==> src/rtl/alu_sequencer_if.sv <==
// Group bus between the control FSM (master) and the ALU sequencer (slave):
// start/hold request, operand selection, register-group read data and result/flags.
interface alu_sequencer_if #(
   parameter int W = 8
) ();
   logic         en_group;
   logic [2:0]   alu_func;
   logic         alu_in_sel;
   logic [W-1:0] imm;
   logic [W-1:0] opnd_bus;
   logic         opnd_sel;
   logic         busy;
   logic         alu_end;
   logic [W-1:0] alu_out;
   logic         carry;
   logic         zero;
   logic         bad_func;

   modport master (
      output en_group, alu_func, alu_in_sel, imm, opnd_bus,
      input  opnd_sel, busy, alu_end, alu_out, carry, zero, bad_func
   );

   modport slave (
      input  en_group, alu_func, alu_in_sel, imm, opnd_bus,
      output opnd_sel, busy, alu_end, alu_out, carry, zero, bad_func
   );
endinterface

==> src/rtl/alu_sequencer.sv <==
// Multi-cycle ALU sequencer: fetches A (rd) then B (rs or imm) over the shared
// group bus, runs the op for EXEC_CYCLES and pulses alu_end once per request.
module alu_sequencer #(
   parameter int W           = 8,
   parameter int EXEC_CYCLES = 1
) (
   input logic             clk,
   input logic             rst,
   alu_sequencer_if.slave  bus
);

   typedef enum logic [2:0] {
      IDLE    = 3'd0,
      LOAD_A  = 3'd1,
      LOAD_B  = 3'd2,
      EXEC    = 3'd3,
      DONE    = 3'd4,
      RELEASE = 3'd5
   } state_t;

   state_t       state_r;
   state_t       next_s;
   logic [2:0]   func_r;
   logic         in_sel_r;
   logic [W-1:0] imm_r;
   logic [W-1:0] a_r;
   logic [W-1:0] b_r;
   logic [3:0]   cnt_r;
   logic [W:0]   res_s;
   logic         start_s;

   // Result with carry/borrow in the top bit; illegal codes yield all zeros.
   function automatic logic [W:0] alu_calc(input logic [2:0] f,
                                           input logic [W-1:0] a,
                                           input logic [W-1:0] b);
      logic [W:0] r;
      case (f)
         3'b000:  r = {1'b0, b};
         3'b001:  r = {1'b0, a} + {1'b0, b};
         3'b010:  r = {(a < b), a - b};
         3'b011:  r = {1'b0, a & b};
         3'b100:  r = {1'b0, a | b};
         default: r = '0;
      endcase
      return r;
   endfunction

   assign res_s   = alu_calc(func_r, a_r, b_r);
   assign start_s = (state_r == IDLE) && (next_s == LOAD_A);

   // Next-state logic; a dropped en_group aborts any in-flight fetch or execute.
   always_comb begin
      next_s = state_r;
      case (state_r)
         IDLE: begin
            if (bus.en_group) next_s = LOAD_A;
            else              next_s = IDLE;
         end
         LOAD_A: begin
            if (!bus.en_group) next_s = IDLE;
            else               next_s = LOAD_B;
         end
         LOAD_B: begin
            if (!bus.en_group) next_s = IDLE;
            else               next_s = EXEC;
         end
         EXEC: begin
            if (!bus.en_group)       next_s = IDLE;
            else if (cnt_r == 4'd1)  next_s = DONE;
            else                     next_s = EXEC;
         end
         DONE: begin
            next_s = RELEASE;
         end
         RELEASE: begin
            if (!bus.en_group) next_s = IDLE;
            else               next_s = RELEASE;
         end
         default: begin
            next_s = IDLE;
         end
      endcase
   end

   // State, operand/result registers and registered outputs (decoded from next state).
   always_ff @(posedge clk) begin
      if (rst) begin
         state_r      <= IDLE;
         func_r       <= 3'b000;
         in_sel_r     <= 1'b0;
         imm_r        <= '0;
         a_r          <= '0;
         b_r          <= '0;
         cnt_r        <= 4'd0;
         bus.opnd_sel <= 1'b0;
         bus.busy     <= 1'b0;
         bus.alu_end  <= 1'b0;
         bus.alu_out  <= '0;
         bus.carry    <= 1'b0;
         bus.zero     <= 1'b1;
         bus.bad_func <= 1'b0;
      end else begin
         state_r <= next_s;
         if (start_s) begin
            func_r       <= bus.alu_func;
            in_sel_r     <= bus.alu_in_sel;
            imm_r        <= bus.imm;
            bus.bad_func <= (bus.alu_func > 3'b100);
         end
         if (state_r == LOAD_A) begin
            a_r <= bus.opnd_bus;
         end
         if (state_r == LOAD_B) begin
            b_r   <= in_sel_r ? bus.opnd_bus : imm_r;
            cnt_r <= 4'(EXEC_CYCLES);
         end else if (state_r == EXEC) begin
            cnt_r <= cnt_r - 4'd1;
         end
         if ((state_r == EXEC) && (next_s == DONE)) begin
            bus.alu_out <= res_s[W-1:0];
            bus.carry   <= res_s[W];
            bus.zero    <= (res_s[W-1:0] == '0);
         end
         bus.opnd_sel <= (next_s == LOAD_B);
         bus.busy     <= (next_s == LOAD_A) || (next_s == LOAD_B) ||
                         (next_s == EXEC)   || (next_s == DONE);
         bus.alu_end  <= (next_s == DONE);
      end
   end

endmodule
==> src/flat_wrapper.sv <==
// flat-port wrapper written by rule: the top's interface ports become plain ports
module alu_sequencer_flat 
#(
   parameter int W           = 8,
   parameter int EXEC_CYCLES = 1
)
  (clk, rst, bus_en_group, bus_alu_func, bus_alu_in_sel, bus_imm, bus_opnd_bus, bus_opnd_sel, bus_busy, bus_alu_end, bus_alu_out, bus_carry, bus_zero, bus_bad_func);
  alu_sequencer_if #(.W(W)) bus_i ();
  input logic clk;
  input logic rst;
  input wire logic [$bits(bus_i.en_group)-1:0] bus_en_group;
  input wire logic [$bits(bus_i.alu_func)-1:0] bus_alu_func;
  input wire logic [$bits(bus_i.alu_in_sel)-1:0] bus_alu_in_sel;
  input wire logic [$bits(bus_i.imm)-1:0] bus_imm;
  input wire logic [$bits(bus_i.opnd_bus)-1:0] bus_opnd_bus;
  output wire logic [$bits(bus_i.opnd_sel)-1:0] bus_opnd_sel;
  output wire logic [$bits(bus_i.busy)-1:0] bus_busy;
  output wire logic [$bits(bus_i.alu_end)-1:0] bus_alu_end;
  output wire logic [$bits(bus_i.alu_out)-1:0] bus_alu_out;
  output wire logic [$bits(bus_i.carry)-1:0] bus_carry;
  output wire logic [$bits(bus_i.zero)-1:0] bus_zero;
  output wire logic [$bits(bus_i.bad_func)-1:0] bus_bad_func;
  assign bus_i.en_group = bus_en_group;
  assign bus_i.alu_func = bus_alu_func;
  assign bus_i.alu_in_sel = bus_alu_in_sel;
  assign bus_i.imm = bus_imm;
  assign bus_i.opnd_bus = bus_opnd_bus;
  assign bus_opnd_sel = bus_i.opnd_sel;
  assign bus_busy = bus_i.busy;
  assign bus_alu_end = bus_i.alu_end;
  assign bus_alu_out = bus_i.alu_out;
  assign bus_carry = bus_i.carry;
  assign bus_zero = bus_i.zero;
  assign bus_bad_func = bus_i.bad_func;
  alu_sequencer #(.W(W), .EXEC_CYCLES(EXEC_CYCLES)) u_core (.clk(clk), .rst(rst), .bus(bus_i));
endmodule
==> config.mk <==
export PLATFORM = sky130hd
export DESIGN_NAME = alu_sequencer_flat
export DESIGN_NICKNAME = d
export VERILOG_FILES = /design/src/rtl/alu_sequencer_if.sv /design/src/rtl/alu_sequencer.sv /design/src/flat_wrapper.sv
export SDC_FILE = /design/constraint.sdc
export NUM_CORES = 1
export LEC_CHECK = 0
export CAP_MARGIN = 20
export CELL_PAD_IN_SITES_DETAIL_PLACEMENT = 1
export CELL_PAD_IN_SITES_GLOBAL_PLACEMENT = 1
export CORE_MARGIN = 2
export CORE_UTILIZATION = 43
export CTS_CLUSTER_DIAMETER = 100
export DETAILED_ROUTE_END_ITERATION = 8
export GPL_ROUTABILITY_DRIVEN = 0
export GPL_TIMING_DRIVEN = 0
export PLACE_DENSITY = 0.88
export SLEW_MARGIN = 20
export SYNTH_ARGS = -nofsm -noshare
export SYNTH_HDL_FRONTEND = slang
export SYNTH_SLANG_ARGS = --single-unit
==> constraint.sdc <==
create_clock -name clk -period 3.8 [get_ports clk]
set_input_delay 0.57 -clock clk [delete_from_list [all_inputs] [get_ports clk]]
set_output_delay 0.57 -clock clk [all_outputs]
set_load 0.01 [all_outputs]
## Word-level counts from Yosys, hierarchy flattened

Index checks and enable logic that the tools add are counted.

| word-level totals | value |
|---|---|
| register bits after elaboration | 49 |
| bits of input ports | 23 |
| output and inout bits | 14 |
| logic and storage cells | 57 |

| cells by class | value |
|---|---|
| add/subtract/negate cells | 3 |
| $lt $le $gt $ge | 2 |
| equal/unequal tests | 14 |
| mux-type cells | 11 |
| bitwise gates (word level) | 2 |
| reduce and logical (&&, ||, !) cells | 10 |

Operator list:

| cell | number |
|---|---|
| case mux 9 bit (5 select lines) | 1 |
| equality test 3 x 2 -> 1 bit, second input constant | 6 |
| case mux 3 bit (6 select lines) | 1 |
| equality test 3 bit, second input constant | 4 |
| adder 8 x 8 -> 9 bit | 1 |
| equality test 3 x 1 -> 1 bit, second input constant | 3 |
| 2-to-1 mux 3 bit | 3 |
| AND 8 bit | 1 |
| zero test 8 bit | 1 |
| less-than comparator 8 bit | 1 |
| 2-to-1 mux 8 bit | 1 |
| OR 8 bit | 1 |
| subtractor 8 bit | 1 |
| zero test 3 bit | 2 |
| equality test 4 x 1 -> 1 bit, second input constant | 1 |
| 2-to-1 mux 2 bit | 2 |
| subtractor 4 x 1 -> 4 bit, second input constant | 1 |
| > comparator 3 bit, second input constant | 1 |
| logical OR 1 bit | 3 |
| 2-to-1 mux 1 bit | 3 |
| logical AND 1 bit | 2 |
| nonzero test 2 bit | 1 |
| OR reduction 2 bit | 1 |

## Depth between registers and ports, before layout

Gate-level depths: netlist (run 1).

| logic depth | value |
|---|---|
| word-level depth | 8 |
| depth in mapped cells | 11 |

## Worst setup path before layout (run 1)

No wires, ideal clock.

| timing | value |
|---|---|
| path type | flip-flop to flip-flop |
| from | register u_core.b_r[0] |
| to | register u_core.bus.zero |
| library setup time | 0.069 ns |
| arrival time | 2.202 ns |
| required time | 3.731 ns |
| setup slack | 1.529 ns |
| stages on the path, launching flop included | 11 |
| buffers on the path | 0 |
| period minus slack after synthesis | 2.271 ns |
| cell sequence | dfxtp_1 ha_1 inv_1 fa_1 nor3b_1 a211oi_1 o31a_1 o221ai_1 a221oi_2 nand4_1 o21ai_1 |

| on the way | value |
|---|---|
| longest elaborated chain between the ends | 3 |
| elaborated cells between the ends (all ways) | 6 |
| classes of those cells | add/sub: 2; mux: 1; bitwise: 2; reduce/logical: 1 |

Ends and longest elaborated chain:

| what | line | source |
|---|---|---|
| from (decl) | alu_sequencer.sv:27 | `logic [W-1:0] b_r;` |
| from (signal assigned) | alu_sequencer.sv:114 | `b_r <= in_sel_r ? bus.opnd_bus : imm_r;` |
| subtractor 8 bit (tied with other cells) | alu_sequencer.sv:40 | `3'b010: r = {(a < b), a - b};` |
| case mux 9 bit (5 select lines) (*) | alu_sequencer.sv:37 | `case (f)` |
| zero test 8 bit (*) | alu_sequencer.sv:122 | `bus.zero <= (res_s[W-1:0] == '0);` |
| to (signal assigned) | alu_sequencer.sv:122 |  |
| to (decl) | alu_sequencer_if.sv:26 | `output opnd_sel, busy, alu_end, alu_out, carry, zero, bad_func` |

Every way passes the cells marked *; elsewhere a longest branch is shown, timed or not.
A chain may end at the register's enable or synchronous reset.

## Worst setup path in the final report (run 1)

Ends and elaborated chain as after synthesis.

==> impl_metrics.csv, run 1 <==
group,metric,value,unit
yosys,synth-main-ff-cell,"sky130_fd_sc_hd__dfxtp_1",
grt,gr-total-overflow,0,
pwr,share_seq_of_total_power,49.8,%
min_path,hold_path.startpoint,"u_core.imm_r[1]",
place,io_buffers,35,
route,wl_per_cell,17.3,µm
sta,final_hold_viol_count,0,
route,postRouteAntennaNets,0,
clock_network,cts.sink_count,49,
sta,grt_setup_unrepaired,"no",
min_path,worstHoldPathType,"register to register",
layout,fillers,831,
layout,multiInputGateArea,1780,µm²
pwr,p_per_area,317,nW/µm²
floorplanning,design.core.area,6720,µm²
yosys,synth_cell_types,53,
sta,setup_viol_count_final,0,
sta,max-slew-margin-rel,36.1,%
place,hpwlAfterDp,6270,µm
pwr,switchingPower,343,µW
min_path,worst_hold_path_stage_count,2,
setup_path,worst-endpoint-required,4.05,ns
layout,final-seq-area,981,µm²
grt,grt_first_pass_wirelength,13300,µm
floorplanning,die-width,86.8,µm
floorplanning,boundaryPins,37,
clock_network,cts_max_path_buffers,2,
setup_path,critical_path.reg2reg.endpoint,"u_core.bus.zero",
pwr,pwr-share-clk,28.6,%
clock_network,root_buffer,"sky130_fd_sc_hd__clkbuf_8",
yosys,postSynthRegisterBits,49,
yosys,yosys.area.top_type_share,33.2,%
floorplanning,std_cell_rows,30,
clock_network,cts-hold-fix-buffers,0,
route,remaining_design_rule_violation_count,0,
setup_path,regToRegStartpoint,"u_core.b_r[0]",
sta,tightestPinTransition,0.956,ns
setup_path,criticalPathCategory,"register to register",
pwr,internal-power,763,µW
sta,clock-skew-final,0.00753,ns
grt,antenna_found_initial,0,
yosys,async_reset_ff_share,0,%
pwr,power.share.switching,31.0,%
pwr,total_power,1110,µW
setup_path,arrival,3.01,ns
yosys,postSynthAreaPerCell,8.31,µm²
clock_network,cts_tree,"built",
yosys,synth_top_cells_by_count,"sky130_fd_sc_hd__dfxtp_1 (49), sky130_fd_sc_hd__nor2_1 (45), sky130_fd_sc_hd__a21oi_1 (37), sky130_fd_sc_hd__nand2_1 (32), sky130_fd_sc_hd__inv_1 (28)",
sta,max_freq,0.363,GHz
grt,grt_max_degree,15,
setup_path,cp-start-kind,"register",
setup_path,r2r.worst_path.cells,10,
clock_network,h-tree-depth,2,
yosys,synth.net_count,407,
job,timing.max_cap.violations,0,
yosys,post_synthesis_sequential_area_ratio,33.2,%
route,via_count,2767,
layout,antenna_cells_inserted,0,
pwr,max-vdd-ir-drop,0.164,mV
layout,final_core_utilization,51.9,%
route,drt-initial-drc-count,147,
route,routed_via_density,5.79,
clock_network,path_clk_slew,0.10,ns
sta,hold-worst-slack,0.459,ns
yosys,synth_area,2950,µm²
yosys,most_area_hungry_cell_type_in_the_yosys_netlist,"sky130_fd_sc_hd__dfxtp_1",
yosys,synthTopCellsByArea,"sky130_fd_sc_hd__dfxtp_1 (33%), sky130_fd_sc_hd__ha_1 (11%), sky130_fd_sc_hd__mux2i_1 (6.4%)",
clock_network,cts_buffers,5,
route,dr.pass1.iters,4,
yosys,synth-edff-count,0,
yosys,ys.warnings.count,0,
yosys,post_synth_inst_count,355,
clock_network,post_cts_resized,0,
min_path,timing.hold.worst_endpoint,"u_core.imm_r[1]",
clock_network,postCtsSetupBuffers,0,
floorplanning,start_util,43.9,%
sta,setup_tns,0,ns
sta,final-max-slew-violation-count,0,
grt,first_global_vias,2785,
sta,period_share,72.6,%
setup_path,r2r_setup_slack,1.04,ns
pwr,power.combinational.fraction,21.7,%
setup_path,crit_path_max_fanout,5,
pwr,power.leakage,0.00129,µW
floorplanning,dieArea,7540,µm²
layout,layout-area-overhead-vs-synth,18.1,%
yosys,synthMostInstantiatedCell,"sky130_fd_sc_hd__dfxtp_1",
floorplanning,height_of_the_die,86.8,µm
outcome,status,"finished clean",
route,wire_length_reported_by_the_detailed_router,8290,µm
clock_network,clk_latency,0.31,ns
grt,global_route.usage.total,22.4,%
layout,drive_gt1_share,6.03,%
layout,num-nets-final,449,
sta,timing.final.crit_period,2.76,ns
setup_path,setup.worst_path.end_class,"register",
==> worst max-delay path, cell delays in order, from the launching register on <==
cell and delay [ns]:
sky130_fd_sc_hd__dfxtp_1 0.42, sky130_fd_sc_hd__ha_1 0.22, sky130_fd_sc_hd__inv_1 0.07, sky130_fd_sc_hd__fa_1 0.42
sky130_fd_sc_hd__nor3b_1 0.17, sky130_fd_sc_hd__a211oi_1 0.42, sky130_fd_sc_hd__o31a_1 0.25, sky130_fd_sc_hd__o221ai_1 0.15
sky130_fd_sc_hd__a221oi_2 0.29, sky130_fd_sc_hd__nand4_1 0.15, sky130_fd_sc_hd__o21ai_1 0.15
==> state kept, by name (all words and copies together), names as in the netlist, 3 cells and up <==
signal	count
u_core.cnt_r	4
u_core.b_r	8
u_core.state_r	3
u_core.func_r	3
u_core.imm_r	8
u_core.a_r	8
u_core.bus.alu_out	8
==> power by group through the flow <==
stage	Sequential, µW	Clock (µW)	Combinational (µW)
2_1_floorplan	557	0	156
3_3_place_gp	560	0	223
3_5_place_dp	562	0	234
4_1_cts	550	318	238
5_1_grt	553	334	262
6_report	550	316	240
==> cell families after synthesis <==
kind of cell,synth area share (%)
fa+ha+maj,13.1
mux,6.83
buf+inv,6.53
xor+xnor,0.594
flops,33.2
simple gates,16.8
compound gates,22.9
==> how the worst max path moves through the flow <==
stage          slack, ns          start  depth (start not counted)               to
2_1_floorplan       1.53  u_core.b_r[0]                         10  u_core.bus.zero
3_3_place_gp        1.12   bus_en_group                          8  u_core.bus.zero
3_5_place_dp        1.07   bus_en_group                          8  u_core.bus.zero
4_1_cts             1.07  u_core.b_r[0]                         10  u_core.bus.zero
5_1_grt             0.89  u_core.b_r[0]                         10  u_core.bus.zero
6_report            1.04  u_core.b_r[0]                         10  u_core.bus.zero
==> metrics by stage <==
step | std cells | setup WS [ns] | area (µm²)
after floorplan | 355 | 1.53 | 2950
after global placement | 470 | 1.12 | 3400
after detailed placement | 470 | 1.07 | 3400
after CTS | 478 | 1.07 | 3480
after global routing | 478 | 0.889 | 3480
final | 478 | 1.04 | 3480
==> layout make-up <==
class / count / area share, %
clock buffers: 7 / 2.19
repair buffers: 35 / 10.1
clock inverters: 1 / 0.215
flip-flops and latches: 49 / 28.2
multi-input cells: 257 / 51.0
well taps: 80 / 2.87
inverters: 28 / 3.02
plain buffers: 21 / 2.51
==> routing by layer <==
| metal | up-vias | GRT usage, % | wire [µm] |
|---|---|---|---|
| met2 | 74 | 39.1 | 4130 |
| met4 | 0 | 6.25 | 123 |
| li1 | 1326 | - | - |
| met3 | 12 | 3.71 | 418 |
| met1 | 1355 | 28.5 | 3620 |
| met5 | - | 0 | 0 |
==> cell usage in the layout, fill, tap and decap left out, types with 5 or more instances in the layout <==
cell / count
sky130_fd_sc_hd__a211oi_1: 17
sky130_fd_sc_hd__a21oi_1: 37
sky130_fd_sc_hd__buf_2: 6
sky130_fd_sc_hd__clkbuf_1: 15
sky130_fd_sc_hd__clkbuf_8: 5
sky130_fd_sc_hd__clkdlybuf4s50_1: 35
sky130_fd_sc_hd__dfxtp_1: 49
sky130_fd_sc_hd__ha_1: 27
sky130_fd_sc_hd__inv_1: 28
sky130_fd_sc_hd__mux2i_1: 19
sky130_fd_sc_hd__nand2_1: 32
sky130_fd_sc_hd__nand3_1: 5
sky130_fd_sc_hd__nor2_1: 45
sky130_fd_sc_hd__o221ai_1: 5
Power figures use the tool's default switching activity.
==> run 2: changes to the inputs <==
CORE_UTILIZATION = 38   (was 43)
PLACE_DENSITY = 0.83   (was 0.88)
clock period = 2.4 ns   (was 3.8 ns; I/O delays follow)
==> run 2 against run 1 <==
The run now ends with negative setup slack left. Sequential share of layout area shrank 1.4 points. Register-to-register slack lost 1.1 ns. Clock skew shrank 0.0011 ns. Highest routed layer unchanged.
==> impl_metrics.csv, run 2 (synthesis gave the netlist of run 1 again) <==
group,metric,value,unit
clock_network,cts_buffers,5,
layout,num-nets-final,457,
setup_path,cp-start-kind,"register",
route,postRouteAntennaNets,0,
grt,first_global_vias,2844,
pwr,internal-power,1250,µW
sta,tightestPinTransition,1.11,ns
floorplanning,std_cell_rows,32,
floorplanning,design.core.area,7610,µm²
clock_network,path_clk_slew,0.09,ns
route,via_count,2777,
route,wire_length_reported_by_the_detailed_router,8710,µm
layout,layout_commonest_cell,"sky130_fd_sc_hd__nor2_1",
grt,global_route.usage.total,20.0,%
setup_path,arrival,2.61,ns
clock_network,cts_tree,"built",
layout,fillers,901,
layout,antenna_cells_inserted,0,
clock_network,h-tree-depth,2,
setup_path,criticalPathCategory,"register to register",
place,hpwlAfterDp,6270,µm
place,io_buffers,35,
layout,postLayoutCellArea,3730,µm²
sta,setup_tns,-0.0326,ns
sta,max-slew-margin-rel,25.7,%
pwr,share_seq_of_total_power,47.7,%
setup_path,setup.worst_path.end_class,"register",
floorplanning,dieArea,8490,µm²
pwr,power.share.switching,31.4,%
setup_path,crit_path_max_fanout,3,
grt,grt_max_degree,15,
sta,max_freq,0.412,GHz
pwr,power.combinational.fraction,24.9,%
place,total_placed_instance_area,3430,µm²
sta,setup_slack_after_layout,-0.0299,ns
pwr,max-vdd-ir-drop,0.267,mV
floorplanning,die-width,92.1,µm
route,drt-initial-drc-count,165,
floorplanning,height_of_the_die,92.1,µm
min_path,worstHoldPathType,"register to register",
pwr,switchingPower,573,µW
layout,drive_gt1_share,15.8,%
pwr,p_per_area,489,nW/µm²
sta,timing.final.crit_period,2.43,ns
route,routed_via_density,5.47,
floorplanning,boundaryPins,37,
pwr,pwr-share-clk,27.4,%
floorplanning,start_util,38.8,%
outcome,status,"complete, but fails checks",
clock_network,cts-hold-fix-buffers,0,
pwr,total_power,1830,µW
sta,final_hold_viol_count,0,
sta,final-max-slew-violation-count,0,
sta,period_share,101,%
sta,clock-skew-final,0.00639,ns
route,dr.pass1.iters,4,
clock_network,root_buffer,"sky130_fd_sc_hd__clkbuf_8",
route,wl_per_cell,17.1,µm
setup_path,worst-endpoint-required,2.58,ns
outcome,failed_checks,"negative setup slack",
clock_network,clk_latency,0.31,ns
layout,layout-area-overhead-vs-synth,26.5,%
grt,antenna_found_initial,0,
grt,grt_first_pass_wirelength,13600,µm
pwr,power.leakage,0.00137,µW
sta,grt_setup_unrepaired,"yes",
layout,most-common-layout-cells,"sky130_fd_sc_hd__nor2_1 (44), sky130_fd_sc_hd__dfxtp_1 (41), sky130_fd_sc_hd__a21oi_1 (35), sky130_fd_sc_hd__clkdlybuf4s50_1 (35), sky130_fd_sc_hd__nand2_1 (32)",
clock_network,cts.sink_count,49,
grt,gr-total-overflow,0,
sta,setup_viol_count_final,2,
clock_network,cts_max_path_buffers,2,
job,timing.max_cap.violations,0,
route,remaining_design_rule_violation_count,0,
==> run 2: cell types whose count changed in the layout (fill, tap and decap cells not counted), moves of 3 or more <==
cell	before	now
sky130_fd_sc_hd__dfxtp_1	49	41
sky130_fd_sc_hd__buf_4	0	8
sky130_fd_sc_hd__ha_1	27	24
sky130_fd_sc_hd__dfxtp_4	0	3
sky130_fd_sc_hd__dfxtp_2	0	5
sky130_fd_sc_hd__inv_2	0	5
sky130_fd_sc_hd__inv_1	28	23
==> run 2: power groups by stage <==
stage               Clock (µW)  Sequential [µW]  Combinational, µW
floorplan                    0              882                247
global placement             0              887                354
detailed placement           0              891                369
CTS                        508              872                386
global route               524              876                498
finish                     499              871                455
==> run 2: routing by layer <==
layer | vias to the layer above | track usage [%] | wire (µm)
met5 | - | 0 | 0
met4 | 0 | 4.73 | 74
met3 | 7 | 2.47 | 341
met2 | 67 | 36.8 | 4550
met1 | 1357 | 24.9 | 3740
li1 | 1346 | - | -
==> run 2: final cells by class <==
class                           instances  area (µm²)  area share, %
Timing Repair Buffer                   43         410           11.0
Buffer                                 21        93.8           2.52
Multi-Input combinational cell        257        1910           51.2
Clock buffer                            7        76.3           2.05
Sequential cell                        49         998           26.8
Inverter                               28         105           2.82
Tap cell                              102         128           3.42
Clock inverter                          1        7.51          0.201
==> run 2: repair_timing <==
item,CTS,global route
setup endpoints to repair,6,6
gates resized for setup,16,28
pin swaps,5,14
setup buffers,1,7
==> run 2: worst max-delay path, cell delays in order (launching register included) <==
cell	delay, ns
sky130_fd_sc_hd__dfxtp_2	0.34
sky130_fd_sc_hd__inv_2	0.08
sky130_fd_sc_hd__ha_4	0.14
sky130_fd_sc_hd__inv_2	0.04
sky130_fd_sc_hd__fa_2	0.36
sky130_fd_sc_hd__nor3b_4	0.16
sky130_fd_sc_hd__a211oi_2	0.33
sky130_fd_sc_hd__o31a_1	0.25
sky130_fd_sc_hd__o221ai_2	0.11
sky130_fd_sc_hd__a221oi_2	0.27
sky130_fd_sc_hd__buf_4	0.16
sky130_fd_sc_hd__a211oi_2	0.05
==> run 2: path summary, 6_finish.rpt <==
check             slack, ns  depth (start not counted)               endpoint            start
hold / removal         0.46                          2        u_core.imm_r[6]  u_core.imm_r[6]
setup reg to reg      -0.03                         11  u_core.bus.alu_out[6]    u_core.a_r[0]
setup / recovery      -0.03                         11  u_core.bus.alu_out[6]    u_core.a_r[0]
hold reg to reg        0.46                          2        u_core.imm_r[6]  u_core.imm_r[6]
==> run 2: per-stage QoR <==
stage	hold slack, ns	utilization, %	setup WS [ns]	instances
global placement	0.442	45.1	-0.193	492
floorplan	0.436	-	0.129	355
global route	0.484	49.0	-0.131	508
finish	0.457	49.0	-0.0299	508
detailed placement	0.446	45.1	-0.222	492
CTS	0.458	46.9	0.00479	501
==> run 3: changes to the inputs <==
SETUP_SLACK_MARGIN = 0.2   (was unset)
==> run 3 against run 2 <==
The flow still finishes with violations (negative setup slack). Via count down 0.18%. Wire length up 5.6%. Die area unchanged. Fmax down 1.0%. Register-to-register slack worse by 0.02 ns. Clock-buffer cell count unchanged. Largest cell class unchanged. Sequential share of layout area down 0.37 points. Global-route usage up 1.2 points.
==> impl_metrics.csv, run 3 (synthesis gave the netlist of run 1 again) <==
group,metric,value,unit
place,io_buffers,35,
setup_path,worstPathBufferInverterCount,3,
setup_path,worst-endpoint-required,2.58,ns
setup_path,cpLargestDelayFamily,"compound AO/OA/AOI/OAI gates",
setup_path,cp-start-kind,"register",
sta,clock-skew-final,0.00563,ns
sta,setup_viol_count_final,2,
layout,multiInputGateArea,1920,µm²
route,wire_length_reported_by_the_detailed_router,9190,µm
sta,timing.final.crit_period,2.45,ns
pwr,power.leakage,0.00140,µW
floorplanning,start_util,38.8,%
outcome,failed_checks,"negative setup slack",
setup_path,setup.worst_path.end_class,"register",
grt,first_global_vias,2851,
clock_network,path_clk_slew,0.09,ns
route,remaining_design_rule_violation_count,0,
setup_path,criticalPathCategory,"register to register",
grt,grt_first_pass_wirelength,14100,µm
sta,tightestPinTransition,0.754,ns
layout,drive_gt1_share,18.6,%
clock_network,cts_max_path_buffers,2,
route,via_count,2772,
outcome,status,"complete, but fails checks",
pwr,p_per_area,488,nW/µm²
route,wl_per_cell,17.8,µm
setup_path,regToRegStartpoint,"u_core.a_r[0]",
route,postRouteAntennaNets,0,
sta,max-slew-margin-rel,49.6,%
sta,max_freq,0.407,GHz
layout,num-nets-final,464,
setup_path,critPathSlowestCell,"sky130_fd_sc_hd__dfxtp_4",
place,hpwlAfterDp,6200,µm
floorplanning,std_cell_rows,32,
grt,global_route.usage.total,21.2,%
layout,fillers,916,
sta,setup_tns,-0.0638,ns
clock_network,root_buffer,"sky130_fd_sc_hd__clkbuf_8",
sta,grt_setup_unrepaired,"yes",
pwr,power.combinational.fraction,26.0,%
pwr,share_seq_of_total_power,46.9,%
floorplanning,height_of_the_die,92.1,µm
layout,layout-area-overhead-vs-synth,29.2,%
min_path,worstHoldPathType,"register to register",
layout,most-common-layout-cells,"sky130_fd_sc_hd__nor2_1 (43), sky130_fd_sc_hd__dfxtp_1 (39), sky130_fd_sc_hd__a21oi_1 (35), sky130_fd_sc_hd__clkdlybuf4s50_1 (35), sky130_fd_sc_hd__nand2_1 (32)",
setup_path,startpoint,"u_core.a_r[0]",
layout,final-seq-area,1010,µm²
pwr,power.share.switching,31.8,%
pwr,internal-power,1270,µW
floorplanning,design.core.area,7610,µm²
pwr,switchingPower,592,µW
clock_network,cts-hold-fix-buffers,0,
setup_path,max_stage_delay,0.37,ns
route,drt-initial-drc-count,249,
pwr,max-vdd-ir-drop,0.217,mV
route,dr.pass1.iters,6,
sta,setup_slack_after_layout,-0.0548,ns
clock_network,cts_tree,"built",
grt,grt_max_degree,15,
floorplanning,dieArea,8490,µm²
sta,hold-worst-slack,0.465,ns
setup_path,arrival,2.64,ns
pwr,pwr-share-clk,27.1,%
clock_network,h-tree-depth,2,
clock_network,cts.sink_count,49,
sta,final_hold_viol_count,0,
clock_network,cts_buffers,5,
grt,gr-total-overflow,0,
layout,final_core_utilization,50.1,%
setup_path,crit_path_max_fanout,3,
job,timing.max_cap.violations,0,
grt,antenna_found_initial,0,
layout,layout_commonest_cell,"sky130_fd_sc_hd__nor2_1",
floorplanning,die-width,92.1,µm
min_path,hold_path.startpoint,"u_core.imm_r[7]",
layout,antenna_cells_inserted,0,
route,routed_via_density,5.38,
floorplanning,boundaryPins,37,
sta,final-max-slew-violation-count,0,
sta,period_share,102,%
setup_path,timing.critical_path.cells,"inv_4 > ha_4 > inv_2 > fa_2 > nor3b_4 > a211oi_2 > o31a_1 > o221ai_2 > a221oi_2 > buf_4 > a211oi_1",
clock_network,clk_latency,0.32,ns
-- run 3: cell types whose count changed in the layout (fill, tap and decap cells not counted), sizes merged --
cell and change:
buf +7
-- run 3: cell type report --
type | instances | area share [%]
Buffer | 21 | 2.46
Clock buffer | 7 | 2.00
Clock inverter | 1 | 0.197
Inverter | 28 | 2.89
Multi-Input combinational cell | 257 | 50.5
Sequential cell | 49 | 26.4
Tap cell | 102 | 3.35
Timing Repair Buffer | 50 | 12.2
-- run 3: per-layer routing --
layer | up-vias | track usage (%) | wire (µm) | part of all wire, %
met5 | - | 0 | 0 | 0
met4 | 0 | 7.09 | 173 | 1.9
met3 | 15 | 3.04 | 236 | 2.6
met2 | 60 | 37.7 | 4720 | 51
met1 | 1339 | 26.2 | 4060 | 44
li1 | 1358 | - | - | -
-- run 3: power groups by stage --
stage | Combinational (µW) | Sequential, µW | Clock, µW
6_report | 483 | 871 | 504
4_1_cts | 421 | 871 | 520
3_5_place_dp | 372 | 891 | 0
3_3_place_gp | 357 | 887 | 0
2_1_floorplan | 251 | 882 | 0
5_1_grt | 519 | 876 | 545
-- run 3: path summary, 6_finish.rpt --
path / to / slack, ns / depth (start not counted)
max: u_core.bus.alu_out[6] / -0.05 / 11
max reg2reg: u_core.bus.alu_out[6] / -0.05 / 11
min: u_core.imm_r[7] / 0.47 / 2
min reg2reg: u_core.imm_r[7] / 0.47 / 2
-- run 3: timing repair --
| item | 4_1_cts | 5_1_grt |
|---|---|---|
| setup buffers | 7 | 8 |
| endpoints found under the setup margin | 6 | 8 |
| pin swaps | 14 | 13 |
| gates resized for setup | 35 | 18 |
-- run 3: tightest hold or removal path, stage by stage, from the launching register on --
cell	delay (ns)
sky130_fd_sc_hd__dfxtp_1	0.32
sky130_fd_sc_hd__nand2_1	0.05
sky130_fd_sc_hd__a21oi_1	0.05
-- run 3: per-stage QoR --
stage / area [µm²] / total power (µW) / setup slack [ns] / cells
after floorplan: 2960 / 1130 / 0.216 / 355
after global placement: 3440 / 1240 / -0.194 / 492
after detailed placement: 3440 / 1260 / -0.260 / 492
after CTS: 3680 / 1810 / 0.0549 / 507
after global routing: 3810 / 1940 / -0.119 / 515
final: 3810 / 1860 / -0.0548 / 515
==> patch: new RTL, flow settings as in run 2 <==
Re-encode `state_t` (6 states) as one-hot, 6 bits wide.
--- a/src/rtl/alu_sequencer.sv
+++ b/src/rtl/alu_sequencer.sv
@@ -10,11 +10,11 @@
 );
 
-   typedef enum logic [2:0] {
-      IDLE    = 3'd0,
-      LOAD_A  = 3'd1,
-      LOAD_B  = 3'd2,
-      EXEC    = 3'd3,
-      DONE    = 3'd4,
-      RELEASE = 3'd5
+   typedef enum logic [5:0] {
+      IDLE    = 6'b000001,
+      LOAD_A  = 6'b000010,
+      LOAD_B  = 6'b000100,
+      EXEC    = 6'b001000,
+      DONE    = 6'b010000,
+      RELEASE = 6'b100000
    } state_t;
 
Behaviour: same outputs for any inputs over 10 cycles, from zero or initial values and one cycle with rst high; not proved beyond that.
==> patch against run 2 <==
- the run still ends with negative setup slack left
- count of clock-buffer cells in the layout fell by 1
- critical path depth stayed put
- cell count grew 6.3%
- sequential cell count up 3
- synthesized area increased by 8.4%
- routed wire length increased by 23%
- cell area is 10% higher
- worst setup slack improved by 7.1 ps
- worst hold slack improved by 2.5 ps
- total power increased by 1.6%
- critical endpoint is now u_core.bus.zero
- largest power group unchanged
==> patch: results (changes against run 2) <==
Worst setup path
  – CP delay by family, top: compound AO/OA/AOI/OAI gates
  – Arr. time, crit path: 2670 ps (+60 ps)
  – Critical path origin: u_core.b_r[0]
  – Crit-path max cell delay: 390 ps (+30 ps)
  – Crit path to: u_core.bus.zero
  – Slowest-stage cell, CP: dfxtp_4
  – CP max FO: 4 (+1)

Placed design
  – Placed cell area: 0.00368 mm2 (+7.4%)
  – Detailed placement HPWL: 6600 um (+5.3%)
  – Buffers on Ports: 35 (unchanged)

Final layout
  – Fillers: 967 (+7.3%)
  – Final-stage net count: 486 (+6.3%)
  – Layout cells sized above 1: 20.5% (+4.7 points)
  – # diodes: 0 (unchanged)
  – Commonest non-fill, non-tap cell in the layout: nor2_1

Logic synthesis
  – Yosys cell types: 59 (+11%)
  – Synth top cells by count: nor2_1 (61), dfxtp_1 (52), mux2i_1 (31), ha_1 (27), inv_1 (27)
  – Net count after synthesis: 429 (+5.4%)
  – Synth warn: 0 (unchanged)
  – Top cells by area, synth: dfxtp_1 (33%), ha_1 (11%), mux2i_1 (9.7%)
  – Synth Flop Type: dfxtp_1
  – Ys async rst share: 0% (unchanged)
  – Seq/Total Area, Yosys: 32.5% (-0.71 points)

Global routing
  – Antenna violations before repair: 0 (unchanged)
  – GRT Util Overall: 22.0% (+1.9 points)
  – Number of global-route vias before repair: 2955 (+3.9%)
  – Largest net degree at the start of global routing: 17 (+2)
  – First-pass GRT wire length: 15400 um (+13%)

CTS
  – Clk slew on worst S/H paths: 110 ps (+20 ps)
  – Worst-skew pair later-pin latency: 320 ps
  – Clock Tree Buf Depth: 2 (unchanged)
  – Clock root buffer: clkbuf_8
  – CTS buffer count: 5 (unchanged)
  – H-Tree Level Count: 2 (unchanged)

Drt
  – DRT iter0 DRCs: 106 (-36%)
  – Routed wire length: 10700 um (+23%)
  – Vias/cell: 5.67 (+3.8%)
  – Number of detailed-route iterations in the first pass: 5 (+1)

Run status
  – Status: finished, violations left
  – Failing checks: negative setup slack

STA
  – Final worst setup slack: -22.8 ps (+7.14 ps)
  – Post-Route Skew: 9.81 ps (+3.42 ps)
  – Slew headroom: 44.7% (+19 points)
  – Final setup TNS: -22.8 ps (+9.74 ps)
  – Final setup fails: 1 (-1)

Power and ir drop
  – P_sw: 0.000506 W (-12%)
  – Worst vdd ir: 0.300 mV (+12%)
  – Leakage: 1.55 nW (+13%)

Hold path
  – HP Class: reg2reg
[patch: cell count changes in the layout (fill, tap and decap cells not counted), moves of 4 or more]
cell and delta:
nand2_1 -14, mux2i_1 +12, nor3_1 +7, o221ai_1 -4, ha_1 -4, nor2_1 +15
buf_4 +8, a21oi_1 -17
[patch: power by group through the flow]
stage	clock (W)	combinational [W]	sequential, W
2_1_floorplan	0	0.000156	0.000915
5_1_grt	0.000715	0.000304	0.000900
6_report	0.000674	0.000284	0.000897
3_5_place_dp	0	0.000248	0.000918
4_1_cts	0.000676	0.000260	0.000897
3_3_place_gp	0	0.000240	0.000916
[patch: area by class of cell]
| cell class | instances | area share (%) |
|---|---|---|
| well taps | 105 | 3.19 |
| plain buffers | 24 | 2.86 |
| inverters | 27 | 2.46 |
| repair buffers | 51 | 11.5 |
| clock inverters | 2 | 0.942 |
| flip-flops and latches | 52 | 25.8 |
| clock buffers | 6 | 2.01 |
| multi-input cells | 273 | 51.2 |
[patch: kinds of logic after synthesis]
logic type,count (synthesis),synth area share (%)
AOI/OAI and AO/OA,83,18.8
xor gates and xnor gates,7,1.92
adders and majority gates,29,11.8
buffers and inverters,52,6.77
DFF,52,32.5
muxes,31,9.70
and+or+nand+nor,123,18.5
[patch: routing by layer]
layer  vias up  wire, um  GRT usage, %
met5         -         0             0
li1       1427         -             -
met2       123      5250          38.5
met4         0       354          7.62
met1      1480      4550          27.5
met3        34       519          3.21
[patch: through the flow]
step	worst slack, ps	utilization [%]	cells	hold slack [ps]
3_3_place_gp	-73.8	45.0	517	440
5_1_grt	-99.4	50.4	540	487
4_1_cts	-3.26	48.5	537	463
3_5_place_dp	-191	45.0	517	448
2_1_floorplan	189	-	377	460
6_report	-22.8	50.4	540	459
[patch: how the worst min path moves through the flow]
stage	end	startpoint	cells after the start	slack (ps)
floorplan	u_core.imm_r[0]	u_core.imm_r[0]	2	460
global placement	u_core.bus.alu_out[4]	u_core.bus.alu_out[4]	2	440
detailed placement	u_core.bus.alu_out[4]	u_core.bus.alu_out[4]	2	450
CTS	u_core.bus.alu_out[4]	u_core.bus.alu_out[4]	2	460
global route	u_core.bus.alu_out[3]	u_core.bus.alu_out[3]	2	490
finish	u_core.bus.alu_out[4]	u_core.bus.alu_out[4]	2	460
[patch: what timing repair did]
item	CTS	global route
pin swaps	11	19
endpoints found under the setup margin	5	7
gates resized for setup	26	30
setup buffers	13	3
[patch: worst min-delay path, delay by kind of cell, from the launching register on]
family	cells	cell delay, ps
AND/OR/NAND/NOR	1	50
flip-flops	1	330
AO/OA/AOI/OAI	1	50
